==> src/rtl/replay_issue_buffer_pkg.sv <==
// Shared types and default constants for the replay issue buffer.
package replay_issue_buffer_pkg;

    localparam int unsigned DefDataW     = 32;
    localparam int unsigned DefDepth     = 4;
    localparam int unsigned DefMaxReplay = 3;
    localparam int unsigned DefBackoff   = 2;

    // Issue FSM: either presenting the head or waiting out a post-replay backoff.
    typedef enum logic [0:0] {
        StReady,
        StBackoff
    } state_e;

endpackage

==> src/rtl/replay_issue_fifo.sv <==
// Circular payload storage with wrapping read/write pointers and occupancy count.
module replay_issue_fifo
    import replay_issue_buffer_pkg::*;
#(
    parameter int unsigned DATA_W = DefDataW,
    parameter int unsigned DEPTH  = DefDepth,
    localparam int unsigned PtrW  = (DEPTH > 1) ? $clog2(DEPTH) : 1,
    localparam int unsigned CntW  = $clog2(DEPTH + 1)
) (
    input  logic              clk,
    input  logic              reset,
    input  logic              flush_i,
    input  logic              push_i,
    input  logic [DATA_W-1:0] push_data_i,
    input  logic              pop_i,
    output logic [DATA_W-1:0] head_o,
    output logic [CntW-1:0]   count_o
);

    logic [DATA_W-1:0] mem_q [DEPTH];
    logic [DATA_W-1:0] mem_d [DEPTH];
    logic [PtrW-1:0]   wr_ptr_q, wr_ptr_d;
    logic [PtrW-1:0]   rd_ptr_q, rd_ptr_d;
    logic [CntW-1:0]   count_q, count_d;

    function automatic logic [PtrW-1:0] ptr_inc(input logic [PtrW-1:0] p);
        return (p == PtrW'(DEPTH - 1)) ? '0 : p + 1'b1;
    endfunction

    // Next-state for storage, pointers and count; flush wins over push/pop.
    always_comb begin
        mem_d    = mem_q;
        wr_ptr_d = wr_ptr_q;
        rd_ptr_d = rd_ptr_q;
        count_d  = count_q;
        if (flush_i) begin
            wr_ptr_d = '0;
            rd_ptr_d = '0;
            count_d  = '0;
        end else begin
            if (push_i) begin
                mem_d[wr_ptr_q] = push_data_i;
                wr_ptr_d        = ptr_inc(wr_ptr_q);
            end
            if (pop_i) begin
                rd_ptr_d = ptr_inc(rd_ptr_q);
            end
            count_d = count_q + CntW'(push_i) - CntW'(pop_i);
        end
    end

    // Pointer and count registers.
    always_ff @(posedge clk) begin
        if (reset) begin
            wr_ptr_q <= '0;
            rd_ptr_q <= '0;
            count_q  <= '0;
        end else begin
            wr_ptr_q <= wr_ptr_d;
            rd_ptr_q <= rd_ptr_d;
            count_q  <= count_d;
        end
    end

    // Payload array; contents are don't-care until written, so no reset.
    always_ff @(posedge clk) begin
        mem_q <= mem_d;
    end

    // Head payload and occupancy.
    always_comb begin
        head_o  = mem_q[rd_ptr_q];
        count_o = count_q;
    end

endmodule

==> src/rtl/replay_issue_buffer.sv <==
// FIFO issue buffer that reissues rejected heads after a backoff and drops
// entries that exceed the replay limit.
module replay_issue_buffer
    import replay_issue_buffer_pkg::*;
#(
    parameter int unsigned DATA_W     = DefDataW,
    parameter int unsigned DEPTH      = DefDepth,
    parameter int unsigned MAX_REPLAY = DefMaxReplay,
    parameter int unsigned BACKOFF    = DefBackoff,
    localparam int unsigned CntW      = $clog2(DEPTH + 1)
) (
    input  logic              clk,
    input  logic              reset,
    input  logic              io_enq_valid,
    output logic              io_enq_ready,
    input  logic [DATA_W-1:0] io_enq_bits,
    output logic              io_valid,
    output logic [DATA_W-1:0] io_bits,
    input  logic              io_replay,
    input  logic              io_flush,
    output logic              io_drop_valid,
    output logic [DATA_W-1:0] io_drop_bits,
    output logic [CntW-1:0]   io_count
);

    localparam int unsigned RcW = (MAX_REPLAY > 0) ? $clog2(MAX_REPLAY + 1) : 1;
    localparam int unsigned BoW = (BACKOFF > 1) ? $clog2(BACKOFF) : 1;

    state_e            state_q, state_d;
    logic [RcW-1:0]    replay_cnt_q, replay_cnt_d;
    logic [BoW-1:0]    bo_cnt_q, bo_cnt_d;
    logic              drop_valid_q, drop_valid_d;
    logic [DATA_W-1:0] drop_bits_q, drop_bits_d;

    logic [CntW-1:0]   fifo_count;
    logic [DATA_W-1:0] head;
    logic              push, pop, retire, drop;

    replay_issue_fifo #(
        .DATA_W (DATA_W),
        .DEPTH  (DEPTH)
    ) u_fifo (
        .clk         (clk),
        .reset       (reset),
        .flush_i     (io_flush),
        .push_i      (push),
        .push_data_i (io_enq_bits),
        .pop_i       (pop),
        .head_o      (head),
        .count_o     (fifo_count)
    );

    // Handshakes and outputs; a same-cycle retire never frees space for enqueue.
    always_comb begin
        io_enq_ready  = (fifo_count < CntW'(DEPTH)) && !io_flush && !reset;
        io_valid      = (state_q == StReady) && (fifo_count != '0) && !io_flush && !reset;
        io_bits       = head;
        retire        = io_valid && !io_replay;
        drop          = io_valid && io_replay && (replay_cnt_q == RcW'(MAX_REPLAY));
        push          = io_enq_valid && io_enq_ready;
        pop           = retire || drop;
        io_drop_valid = drop_valid_q && !reset;
        io_drop_bits  = drop_bits_q;
        io_count      = fifo_count;
    end

    // Issue FSM next-state: replay handling, backoff countdown and drop pulse.
    always_comb begin
        state_d      = state_q;
        replay_cnt_d = replay_cnt_q;
        bo_cnt_d     = bo_cnt_q;
        drop_valid_d = 1'b0;
        drop_bits_d  = drop_bits_q;
        if (io_flush) begin
            state_d      = StReady;
            replay_cnt_d = '0;
            bo_cnt_d     = '0;
        end else begin
            unique case (state_q)
                StReady: begin
                    if (io_valid) begin
                        if (!io_replay) begin
                            replay_cnt_d = '0;
                        end else if (drop) begin
                            replay_cnt_d = '0;
                            drop_valid_d = 1'b1;
                            drop_bits_d  = head;
                        end else begin
                            replay_cnt_d = replay_cnt_q + 1'b1;
                            // Countdown reaches zero on the last idle cycle.
                            bo_cnt_d     = BoW'(BACKOFF - 1);
                            state_d      = StBackoff;
                        end
                    end
                end
                StBackoff: begin
                    if (bo_cnt_q == '0) begin
                        state_d = StReady;
                    end else begin
                        bo_cnt_d = bo_cnt_q - 1'b1;
                    end
                end
                default: state_d = StReady;
            endcase
        end
    end

    // FSM and counter registers.
    always_ff @(posedge clk) begin
        if (reset) begin
            state_q      <= StReady;
            replay_cnt_q <= '0;
            bo_cnt_q     <= '0;
            drop_valid_q <= 1'b0;
            drop_bits_q  <= '0;
        end else begin
            state_q      <= state_d;
            replay_cnt_q <= replay_cnt_d;
            bo_cnt_q     <= bo_cnt_d;
            drop_valid_q <= drop_valid_d;
            drop_bits_q  <= drop_bits_d;
        end
    end

endmodule

==> config.mk <==
export PLATFORM = sky130hd
export DESIGN_NAME = replay_issue_buffer
export DESIGN_NICKNAME = d
export VERILOG_FILES = /design/src/rtl/replay_issue_buffer_pkg.sv /design/src/rtl/replay_issue_fifo.sv /design/src/rtl/replay_issue_buffer.sv
export SDC_FILE = /design/constraint.sdc
export NUM_CORES = 1
export LEC_CHECK = 0
export ABC_AREA = 1
export BUFFER_PORTS_ARGS = -buffer_cell sky130_fd_sc_hd__buf_2
export CORE_ASPECT_RATIO = 0.9
export CORE_MARGIN = 5
export CORE_UTILIZATION = 51
export CTS_BUF_LIST = sky130_fd_sc_hd__clkbuf_16
export DETAILED_ROUTE_END_ITERATION = 12
export GPL_TIMING_DRIVEN = 1
export PLACE_DENSITY = 0.83
export SYNTH_ARGS = -nofsm -noshare
export SYNTH_HDL_FRONTEND = slang
export SYNTH_SLANG_ARGS = --single-unit
==> constraint.sdc <==
create_clock -name clk -period 2.3 [get_ports clk]
set_input_delay 0.115 -clock clk [delete_from_list [all_inputs] [get_ports clk]]
set_output_delay 0.115 -clock clk [all_outputs]
set_load 0.05 [all_outputs]
==> impl_metrics.ini <==
[status]
status = completed

[placement]
dpl-instance-area_um2 = 7610
place_congestion = 0.734
post-dp-hpwl_um = 8340
dp.cells = 890
place_ws_ps = -11.2
io_buffers = 106

[die]
die-area_um2 = 15800
start_util_pct = 51.5
rows = 40
die_h_um = 120
die_x_um = 132
core_um2 = 13300
pin_count = 107

[drt]
wl_per_cell_um = 14.5
viasPerCell = 4.95
wl_um = 13900
drtIter0Drc = 371
antenna_left = 0
drc_errors = 0
via_count = 4736
drtPass1Iterations = 7

[yosys]
syn-num-nets = 675
avgSynthCellArea_um2 = 10.9
yosysUniqueCellTypes = 21
syn_area_um2 = 6830
synth.area.top_cells = edfxtp_1, dfxtp_1, nor2_1
yosysWarnings = 0
synth.top_cell.area_share_pct = 56.3
synth_seq_cells = 172
yosysSeqAreaShare_pct = 69.2
syn_inst = 629
synth.largest_area_cell = edfxtp_1

[global_route]
grt_max_degree = 66
grt.total_usage_pct = 18.0
grt-busiest-layer = met2
grtUsageMet2_pct = 31.1
antenna_found_initial = 0
grt_pass1_wl_um = 22800
grt_pass1_vias = 4668
grt_use_met3_pct = 5.20
overflow = 0
gr-usage-met1_pct = 22.0

[clock_network]
clock_latency_ps = 420
numClockSinks = 172
ctsHtreeMaxLevel = 4
clk_pin_slew_ps = 60
clock_path_buffers = 2
cts_tree = yes
numCtsBuffers = 17
root_buffer = clkbuf_16

[critical_path]
worstPathArrival_ps = 2520
cp.required_ps = 2650
path_class = register to register
worst-path-max-fanout = 3
crit_path_start_kind = register
worstSetupEndpointType = register

[flow_run]
cap_violations = 0

[cells_and_area]
n_fill_cell = 987
fin_area_um2 = 8560
diodes = 0
fin_nets = 821
mostFrequentLayoutCells = nor2_1, edfxtp_1, nand2_1
final_common_cell = nor2_1
drive_gt1_share_pct = 23.0
area_delta_synth_final_pct = 25.3
finalNonFillerCells = 956

[timing]
worstMarginPinSlew_ps = 968
maxSlewHeadroom_pct = 35.3
timing.final.max_slew_violations = 0
hold_viol = 0
fmax_mhz = 460
rsz0062_at_grt = no
timing.final.crit_share_pct = 94.5
fin_setup_tns_ps = 0
setup_slack_ps = 127
setup_viol = 0
finalClockSkew_ps = 6.55
period_minus_slack_ps = 2170

[worst_hold_path]
hp-class = input pin to register

[power_and_ir_drop]
p_per_area_nw_per_um2 = 737
peakVddDrop_mv = 0.682
p_leak_nw = 3.53
[power by group]
group	switching (mW)	internal, mW
clock network	1.10	1.57
registers	0.00582	3.35
logic	0.175	0.0939
total	1.28	5.02
[through the flow]
step / utilization, % / power, mW / hold WS (ps)
finish: 64.5 / 6.30 / 79.0
floorplan: - / 3.55 / 214
global placement: 57.4 / 3.64 / 328
global route: 64.5 / 6.50 / 83.3
detailed placement: 57.4 / 3.65 / 333
CTS: 64.1 / 6.35 / 57.4
[area by class of cell]
class / instances / area (µm²) / area share, %
multi-input cells: 373 / 1830 / 21.4
well taps: 168 / 210 / 2.46
clock inverters: 15 / 131 / 1.54
clock buffers: 17 / 425 / 4.97
inverters: 54 / 203 / 2.37
flip-flops and latches: 172 / 4730 / 55.3
repair buffers: 157 / 1020 / 11.9
[registers in the layout, summed over array words and instances (netlist names)]
| name | flops |
|---|---|
| u_fifo.mem_q | 128 |
| io_drop_bits | 32 |
| u_fifo.count_o | 3 |
| replay_cnt_q | 2 |
| u_fifo.rd_ptr_q | 2 |
| u_fifo.wr_ptr_q | 2 |
| bo_cnt_q | 1 |
| drop_valid_q | 1 |
| state_q | 1 |
[repair_timing]
| item | CTS | global route |
|---|---|---|
| buffers inserted | 0 | 1 |
| hold buffers | 33 | 0 |
| pin swaps | 0 | 3 |
| endpoints found under the hold margin | 129 | 0 |
| setup endpoints to repair | 1 | 1 |
| resized for setup | 1 | 13 |
[path summary, 6_finish.rpt]
check                                                    end  slack [ps]                    startpoint  cells after the start
worst max-delay path            u_fifo.count_o[2]$_SDFF_PP0_         130  replay_cnt_q[0]$_SDFFE_PP0P_                     13
worst min-delay path                   bo_cnt_q$_SDFFE_PP0P_          80                      io_flush                      6
worst max register to register  u_fifo.count_o[2]$_SDFF_PP0_         130  replay_cnt_q[0]$_SDFFE_PP0P_                     13
worst min register to register            state_q$_SDFF_PP0_         470         bo_cnt_q$_SDFFE_PP0P_                      2
[synth_stat cells (all sizes together)]
cell type / instances
ha: 8
nand2: 111
dfxtp: 44
inv: 54
a21oi: 8
xnor2: 1
nand4: 1
fa: 1
o21a: 32
or2: 1
nor2: 140
o21ai: 67
clkbuf: 9
nand3: 3
buf: 21
edfxtp: 128
[critical path, stage by stage, from the launching register on]
cell and delay [ps]:
dfxtp_2 350, ha_4 140, inv_2 30, nand2_1 60, nand3_2 100, inv_2 100, ha_4 190, inv_1 50
ha_2 160, inv_2 40, fa_2 370, xnor2_2 160, or2_4 230, a21oi_2 120
[metal layers]
layer | vias up | part of all wire [%]
li1 | 2365 | -
met3 | 11 | 4.6
met4 | 0 | 0.87
met1 | 2252 | 42
met2 | 108 | 52
met5 | - | 0
[kinds of logic (layout without fill, tap and decap cells)]
family / count (synthesis) / in the layout / synth area share [%]
simple gates: 256 / 256 / 14.5
flops: 172 / 172 / 69.2
compound gates: 107 / 107 / 9.02
buf+inv: 84 / 243 / 5.39
fa+ha+maj: 9 / 9 / 1.76
xor+xnor: 1 / 1 / 0.128
Power figures use the tool's default switching activity.
